`config.mk`:
```
export PLATFORM = sky130hd
export DESIGN_NAME = ahb_xfer_monitor
export DESIGN_NICKNAME = d
export VERILOG_FILES = /design/src/rtl/ahb_xfer_monitor.sv
export SDC_FILE = /design/constraint.sdc
export NUM_CORES = 1
export LEC_CHECK = 0
export CORE_MARGIN = 2
export CORE_UTILIZATION = 45
export CTS_BUF_LIST = sky130_fd_sc_hd__clkbuf_8 sky130_fd_sc_hd__clkbuf_16
export CTS_CLUSTER_DIAMETER = 150
export CTS_CLUSTER_SIZE = 8
export DETAILED_ROUTE_END_ITERATION = 7
export PLACE_DENSITY_LB_ADDON = 0.08
export RECOVER_POWER = 50
export SYNTH_ARGS = -nofsm -noshare
export SYNTH_HDL_FRONTEND = slang
export SYNTH_SLANG_ARGS = --single-unit
```
`constraint.sdc`:
```
create_clock -name clk -period 8.5 [get_ports clk]
set_input_delay 1.7 -clock clk [delete_from_list [all_inputs] [get_ports clk]]
set_output_delay 1.7 -clock clk [all_outputs]
set_load 0.02 [all_outputs]
```
`src/rtl/ahb_xfer_monitor.sv`:
```
// Passive AHB-Lite transfer monitor: tracks the address/data pipeline and
// queues each completed transfer (address, data, direction, error) in a small FIFO.
module ahb_xfer_monitor #(
    parameter int ADDR_W = 32,
    parameter int DATA_W = 32,
    parameter int DEPTH  = 4
) (
    input  logic                       clk,
    input  logic                       rstn,
    input  logic [ADDR_W-1:0]          haddr,
    input  logic [1:0]                 htrans,
    input  logic                       hwrite,
    input  logic                       hready,
    input  logic                       hresp,
    input  logic [DATA_W-1:0]          hwdata,
    input  logic [DATA_W-1:0]          hrdata,
    output logic                       out_valid,
    input  logic                       out_ready,
    output logic [ADDR_W-1:0]          out_addr,
    output logic [DATA_W-1:0]          out_data,
    output logic                       out_write,
    output logic                       out_err,
    output logic [$clog2(DEPTH):0]     count,
    output logic [7:0]                 drop_cnt
);

    localparam int PW = $clog2(DEPTH);
    localparam int CW = $clog2(DEPTH) + 1;
    localparam logic [CW-1:0] FULL_C = CW'(DEPTH);

    logic              pend_valid_q, pend_valid_d;
    logic [ADDR_W-1:0] pend_addr_q,  pend_addr_d;
    logic              pend_write_q, pend_write_d;
    logic              err_flag_q,   err_flag_d;

    logic [PW-1:0]     wr_ptr_q,  wr_ptr_d;
    logic [PW-1:0]     rd_ptr_q,  rd_ptr_d;
    logic [CW-1:0]     count_q,   count_d;
    logic [7:0]        drop_q,    drop_d;

    logic [ADDR_W-1:0] mem_addr_q  [DEPTH];
    logic [DATA_W-1:0] mem_data_q  [DEPTH];
    logic              mem_write_q [DEPTH];
    logic              mem_err_q   [DEPTH];

    logic              addr_phase_s;
    logic              complete_s;
    logic              full_s;
    logic              pop_s;
    logic              wr_en_s;
    logic              drop_s;
    logic              ent_err_s;
    logic [DATA_W-1:0] ent_data_s;
    logic              unused_s;

    // htrans[0] only distinguishes NONSEQ from SEQ, which the monitor treats alike
    assign unused_s     = htrans[0];
    assign addr_phase_s = hready & htrans[1];
    assign complete_s   = pend_valid_q & hready;
    assign full_s       = (count_q == FULL_C);
    assign pop_s        = out_valid & out_ready;
    // A completion while full is kept only if the head leaves on the same edge
    assign wr_en_s      = complete_s & (~full_s | pop_s);
    assign drop_s       = complete_s & full_s & ~pop_s;

    // Pending-transfer and error-flag next state
    always_comb begin
        pend_valid_d = pend_valid_q;
        pend_addr_d  = pend_addr_q;
        pend_write_d = pend_write_q;
        err_flag_d   = err_flag_q;
        if (addr_phase_s) begin
            pend_valid_d = 1'b1;
            pend_addr_d  = haddr;
            pend_write_d = hwrite;
        end else if (complete_s) begin
            pend_valid_d = 1'b0;
        end else begin
            pend_valid_d = pend_valid_q;
        end
        if (complete_s) begin
            err_flag_d = 1'b0;
        end else if (pend_valid_q && hresp) begin
            err_flag_d = 1'b1;
        end else begin
            err_flag_d = err_flag_q;
        end
    end

    // Completed-entry fields; erroneous transfers carry no data
    always_comb begin
        ent_err_s = hresp | err_flag_q;
        if (ent_err_s) begin
            ent_data_s = {DATA_W{1'b0}};
        end else if (pend_write_q) begin
            ent_data_s = hwdata;
        end else begin
            ent_data_s = hrdata;
        end
    end

    // FIFO pointer, occupancy and drop-counter next state
    always_comb begin
        wr_ptr_d = wr_ptr_q;
        rd_ptr_d = rd_ptr_q;
        count_d  = count_q;
        drop_d   = drop_q;
        if (wr_en_s) begin
            wr_ptr_d = wr_ptr_q + PW'(1);
        end else begin
            wr_ptr_d = wr_ptr_q;
        end
        if (pop_s) begin
            rd_ptr_d = rd_ptr_q + PW'(1);
        end else begin
            rd_ptr_d = rd_ptr_q;
        end
        case ({wr_en_s, pop_s})
            2'b10:   count_d = count_q + CW'(1);
            2'b01:   count_d = count_q - CW'(1);
            default: count_d = count_q;
        endcase
        if (drop_s && (drop_q != 8'd255)) begin
            drop_d = drop_q + 8'd1;
        end else begin
            drop_d = drop_q;
        end
    end

    // Control state registers
    always_ff @(posedge clk or negedge rstn) begin
        if (!rstn) begin
            pend_valid_q <= 1'b0;
            pend_addr_q  <= {ADDR_W{1'b0}};
            pend_write_q <= 1'b0;
            err_flag_q   <= 1'b0;
            wr_ptr_q     <= {PW{1'b0}};
            rd_ptr_q     <= {PW{1'b0}};
            count_q      <= {CW{1'b0}};
            drop_q       <= 8'd0;
        end else begin
            pend_valid_q <= pend_valid_d;
            pend_addr_q  <= pend_addr_d;
            pend_write_q <= pend_write_d;
            err_flag_q   <= err_flag_d;
            wr_ptr_q     <= wr_ptr_d;
            rd_ptr_q     <= rd_ptr_d;
            count_q      <= count_d;
            drop_q       <= drop_d;
        end
    end

    // FIFO storage; contents are only observable through the valid-gated outputs
    always_ff @(posedge clk) begin
        if (wr_en_s) begin
            mem_addr_q[wr_ptr_q]  <= pend_addr_q;
            mem_data_q[wr_ptr_q]  <= ent_data_s;
            mem_write_q[wr_ptr_q] <= pend_write_q;
            mem_err_q[wr_ptr_q]   <= ent_err_s;
        end else begin
            mem_addr_q[wr_ptr_q]  <= mem_addr_q[wr_ptr_q];
        end
    end

    assign out_valid = (count_q != {CW{1'b0}});
    assign out_addr  = out_valid ? mem_addr_q[rd_ptr_q]  : {ADDR_W{1'b0}};
    assign out_data  = out_valid ? mem_data_q[rd_ptr_q]  : {DATA_W{1'b0}};
    assign out_write = out_valid ? mem_write_q[rd_ptr_q] : 1'b0;
    assign out_err   = out_valid ? mem_err_q[rd_ptr_q]   : 1'b0;
    assign count     = count_q;
    assign drop_cnt  = drop_q;

endmodule

```
Yosys cells after proc, flatten, opt, wreduce, memory -nomap -nowiden
Memory sizes are Yosys's and may differ from the RTL's.
Index checks and enable logic that the tools add are counted.
{ "classes": {"addsub": 5, "multipliers": 0, "div": 0, "n_lt_le_gt_ge": 0, "eq_ne": 5, "n_shift": 0, "n_mux": 15, "n_bitwise": 11, "reduce_logical": 7} }
{ "op_table": {"columns": ["cell", "count"], "rows": [
  ["32-bit two-way mux", 5],
  ["1-bit two-way mux", 9],
  ["8-bit by 1-bit adder with 8-bit output (second input constant)", 1],
  ["8-bit inequality test (second input constant)", 1],
  ["1-bit AND", 6],
  ["3-bit one-hot mux with 2 select lines", 1],
  ["2-bit nonzero test", 3],
  ["2-bit by 1-bit adder with 2-bit output (second input constant)", 2],
  ["3-bit by 1-bit adder with 3-bit output (second input constant)", 1],
  ["3-bit == test (second input constant)", 1],
  ["1-bit OR", 3],
  ["3-bit nonzero test", 1],
  ["3-bit by 1-bit subtractor with 3-bit output (second input constant)", 1],
  ["2-bit by 1-bit == test with 1-bit output (second input constant)", 1],
  ["2-bit == test (second input constant)", 1],
  ["1-bit logical AND", 2],
  ["1-bit inverter", 2],
  ["2-bit AND reduction", 1],
  ["0-bit inequality test", 1]
]} }
{ "totals": {"register_bits": 50, "latch_bits": 0, "ramBits": 264, "romBits": 0, "input_bits": 104, "out_inout_bits": 78, "wordCells": 55, "memories": 4} }
{ "mem_list": {"columns": ["name", "depth", "word_bits", "rd", "rd_ports_with_merged_regs", "write_ports", "line", "text"], "rows": [
  ["mem_addr_q", 4, 32, 1, 0, 1, "41", "logic [ADDR_W-1:0] mem_addr_q [DEPTH];"],
  ["mem_data_q", 4, 32, 1, 0, 1, "42", "logic [DATA_W-1:0] mem_data_q [DEPTH];"],
  ["mem_err_q", 4, 1, 1, 0, 1, "44", "logic mem_err_q [DEPTH];"],
  ["mem_write_q", 4, 1, 1, 0, 1, "43", "logic mem_write_q [DEPTH];"]
]} }

Logic depth before layout (Yosys ltp)
{ "depth": {"word_depth": 7, "depth_mapped": 9, "mapped_depth_nobuf": 6} }

Least setup slack after synthesis
No wires, ideal clock.
{ "synth_path": {"kind": "input port to flip-flop", "from": "in hready", "to": "mem mem_addr_q[0][0], enable pin", "setup_ns": 0.431, "t_arrival_ns": 3.699, "t_required_ns": 8.069, "path_slack_ns": 4.370, "stages": 3, "path_buffers": 1, "cell_sequence": "and2_1 -> clkbuf_1 -> and3_1"} }
{ "synth_between": {"elab_chain_len": 5, "elab_cells_between_ends": 7, "classes_between": "mux (3); bitwise (3); reduce/logical (1)"} }
{ "synth_lines": {"columns": ["element", "line", "text"], "rows": [
  ["start: declaration", "13", "input logic hready,"],
  ["1-bit AND *", "59", "assign complete_s = pend_valid_q & hready;"],
  ["1-bit AND *", "63", "assign wr_en_s = complete_s & (~full_s | pop_s);"],
  ["1-bit two-way mux (on tied branches)", "155, 161", null],
  ["1-bit two-way mux (implied by the code) / 2-bit AND reduction (equally long branches)", null, null],
  ["1-bit OR (no source line) *", null, null],
  ["end: declaration", "41", null]
]} }
Every way passes the cells marked *; elsewhere a longest branch is shown, timed or not.

Worst setup path after layout
{ "layout_path": {"from": "reg rd_ptr_q[0]", "to": "out out_addr[1]"} }
{ "layout_between": {"elab_chain_len": 2} }
{ "layout_lines": {"columns": ["element", "line", "text"], "rows": [
  ["start: declaration", "37", "logic [PW-1:0] rd_ptr_q, rd_ptr_d;"],
  ["start signal: assignment", "138", "rd_ptr_q <= {PW{1'b0}};"],
  ["start signal: assignment", "147", "rd_ptr_q <= rd_ptr_d;"],
  ["memory 4 x 32 bit", null, null],
  ["32-bit two-way mux", "166", "assign out_addr = out_valid ? mem_addr_q[rd_ptr_q] : {ADDR_W{1'b0}};"],
  ["end: declaration", "19", "output logic [ADDR_W-1:0] out_addr,"]
]} }
No other way between the ends.

==> results by group <==
Outcome
  – Status: finished, violations left
  – Failing checks: capacitance limit, slew limit

Worst setup path
  – Setup slack, reg-to-reg: 5.67 ns
  – Worst reg2reg path endpoint: mem_data_q[1][16]
  – CP Launch Type: flip-flop
  – Data arrival time of the worst path: 3.47 ns
  – Worst Path Required: 6.80 ns
  – FF-to-FF path depth: 2
  – Slowest stage cell, crit path: buf_4
  – Critical path class: reg -> out
  – CP cell instances: buf_4 > mux4_2 > and2_1 > clkdlybuf4s50_1
  – Setup crit start: rd_ptr_q[0]
  – Reg2reg start: err_flag_q
  – Crit Path Max Fanout: 44
  – Crit. End Element: primary output
  – Largest stage delay on the critical path: 0.83 ns

Floorplan
  – Site Rows: 61
  – Core Footprint: 0.02778 mm^2
  – Io pins: 182
  – Starting Density: 0.4570
  – Die height: 172.0 um
  – Die W: 172.0 um
  – Die area: 0.02957 mm^2

Timing
  – Hold Slack: 0.4909 ns
  – Final Hold Violating Endpoints: 0
  – Post-Route Skew: 0.01271 ns
  – Min Tclk post-route: 5.173 ns
  – Post-route clock period utilization: 0.6086
  – Setup violators final: 0
  – Slew @ Worst Pin: 3.138 ns
  – Peak Freq: 193.3 MHz
  – RSZ-0062 raised after global routing: no
  – Setup TNS: 0 ns
  – Slew Limit Fails: 161
  – Slew margin rel.: -1.092

CTS
  – Post-CTS setup buffer count: 0
  – CTS Root Cell: clkbuf_16
  – Sink Count: 314
  – CTS tree: built
  – # hold bufs at CTS: 0
  – Clk_lat worst skew: 0.52 ns
  – CTS Buffer Depth: 3
  – Resize count post-CTS: 0
  – Clock slew at reported path FFs: 0.05 ns
  – Total CTS buffers: 45
  – H-tree Lvls: 2

Placement
  – DP HPWL: 14120 um
  – Port-buffer cells: 180
  – RD Place Congestion: 0.7316

Global route
  – GR Overflow Total: 0
  – Vias in the first global route: 7274
  – GRT Util Overall: 0.1787
  – Largest net degree at the start of global routing: 68
  – Initial antenna violation count: 1
  – First-pass GRT wire length: 39610 um

Drt
  – Post-route ant nets: 0
  – 1st-iter DRT viols: 415
  – Vias per inst: 5.286
  – Routed wire per std cell: 20.37 um
  – Drt drc: 0
  – Via count: 6681
  – Final wirelength: 25750 um
  – DR pass1 iterations: 4

Layout
  – Most frequent cells in the layout: 264 x edfxtp_1, 166 x clkdlybuf4s50_1, 66 x mux4_2, 66 x and2_1, 48 x dfrtp_1
  – Area Overhead vs Synth: 26.87%
  – Most common cell after layout, fill and taps aside: edfxtp_1
  – Fill count: 2161
  – Core Util, Final: 0.5798
  – Layout net count: 967
  – Share of cells above drive strength 1: 0.1785

Synth
  – Synthesized Nets: 777
  – Top cells by area, synth: edfxtp_1 62%, mux4_2 12%, dfrtp_1 9.9%
  – Syn_area_per_cell: 19.03 um^2
  – #FFs+latches synth: 314
  – Mapped Area: 0.01270 mm^2
  – Post-synthesis sequential area ratio: 0.7230
  – Mapped Cells: 667
  – Post-synth ARST share: 0.1592
  – Cell taking the most area after synthesis: edfxtp_1
  – Number of synthesized flops with an enable pin: 264
  – Top_reg_cell synth: edfxtp_1
  – YS warnings: 0
  – Post-synthesis cell type count: 45
  – Share of the synthesized area in the top cell type: 0.6244

Job
  – MaxCap Viol Count: 4

Min path
  – Hold path startpoint: err_flag_q
  – Hold path endpoint: err_flag_q
  – HP Class: reg -> reg
  – Worst Hold Depth: 2

Pwr
  – PwrDens: 334.1 mW/mm^2
  – VDD IR max: 0.2100 mV
  – Leak Pwr: 5.678 nW
## power breakdown
| group | switching, W | internal, W | total [W] | leakage [nW] |
|---|---|---|---|---|
| Clock | 0.000594 | 0.000978 | 0.00157 | 0.726 |
| Combinational | 0.000822 | 0.000915 | 0.00174 | 1.94 |
| Sequential | 0.000196 | 0.00188 | 0.00207 | 3.02 |
## worst max-delay path by stage
stage                  endpoint  cells after the start
2_1_floorplan  mem_addr_q[0][0]                      3
3_3_place_gp            out_err                      4
3_5_place_dp        out_addr[1]                      4
4_1_cts             out_addr[1]                      4
5_1_grt             out_addr[1]                      4
6_report            out_addr[1]                      4
## worst max-delay path, delay by kind of cell, from the launching register on
kind / cells / cell delay, ns
buf+inv: 2 / 1.41
flops: 1 / 0.74
mux: 1 / 0.60
simple gates: 1 / 0.17
## logic make-up after synthesis
kind of cell,Yosys count,synth area share
flip-flops,314,0.7230
AND/OR/NAND/NOR,138,0.06297
multiplexers,136,0.1759
buffers and inverters,49,0.01744
AO/OA/AOI/OAI,19,0.01074
adder cells (fa/ha/maj),6,0.006504
XOR/XNOR,5,0.003449
## layer usage
| metal | global-route usage | wire, um | vias to the layer above |
|---|---|---|---|
| li1 | - | - | 3003 |
| met1 | 0.2240 | 10590 | 3453 |
| met2 | 0.3157 | 13240 | 190 |
| met3 | 0.03456 | 1495 | 35 |
| met4 | 0.05517 | 423 | 0 |
| met5 | 0 | 0 | - |
## state kept, by name, indices dropped and copies added (netlist names), 3 cells and up
| signal | flops |
|---|---|
| drop_cnt | 8 |
| pend_addr_q | 32 |
| mem_data_q | 128 |
| mem_err_q | 4 |
| count | 3 |
| mem_write_q | 4 |
| mem_addr_q | 128 |
## per-stage QoR
| step | total power [W] | setup slack [ns] | instances | area (um^2) |
|---|---|---|---|---|
| CTS | 0.005470 | 3.167 | 1263 | 16130 |
| global route | 0.005649 | 3.041 | 1263 | 16100 |
| detailed placement | 0.003882 | 3.716 | 1188 | 14840 |
| floorplan | 0.003108 | 4.370 | 667 | 12700 |
| finish | 0.005381 | 3.327 | 1264 | 16110 |
| global placement | 0.003854 | 3.737 | 1188 | 14840 |
## layout make-up
class | instances | area [um^2] | share of cell area
diodes | 1 | 2.502 | 0.0001554
clock buffers | 47 | 1176 | 0.07302
clock inverters | 28 | 115.1 | 0.007147
inverters | 8 | 30.03 | 0.001864
multi-input cells | 304 | 3301 | 0.2049
flip-flops and latches | 314 | 9186 | 0.5703
well taps | 378 | 473.0 | 0.02936
repair buffers | 184 | 1823 | 0.1132
## Yosys cell counts (4+ instances only)
cell type and instances:
and2_1 68, clkbuf_1 21, xnor2_1 4, inv_1 8, mux2i_1 33, dfrtp_1 50
buf_2 12, nand4_1 6, nand2_1 5, edfxtp_1 264, mux2_1 7, nand3_1 6
and3_1 5, mux2_2 30, buf_1 4, mux4_2 66, nor2_1 36, ha_1 5
No activity file was read; power rests on OpenSTA's default activity.
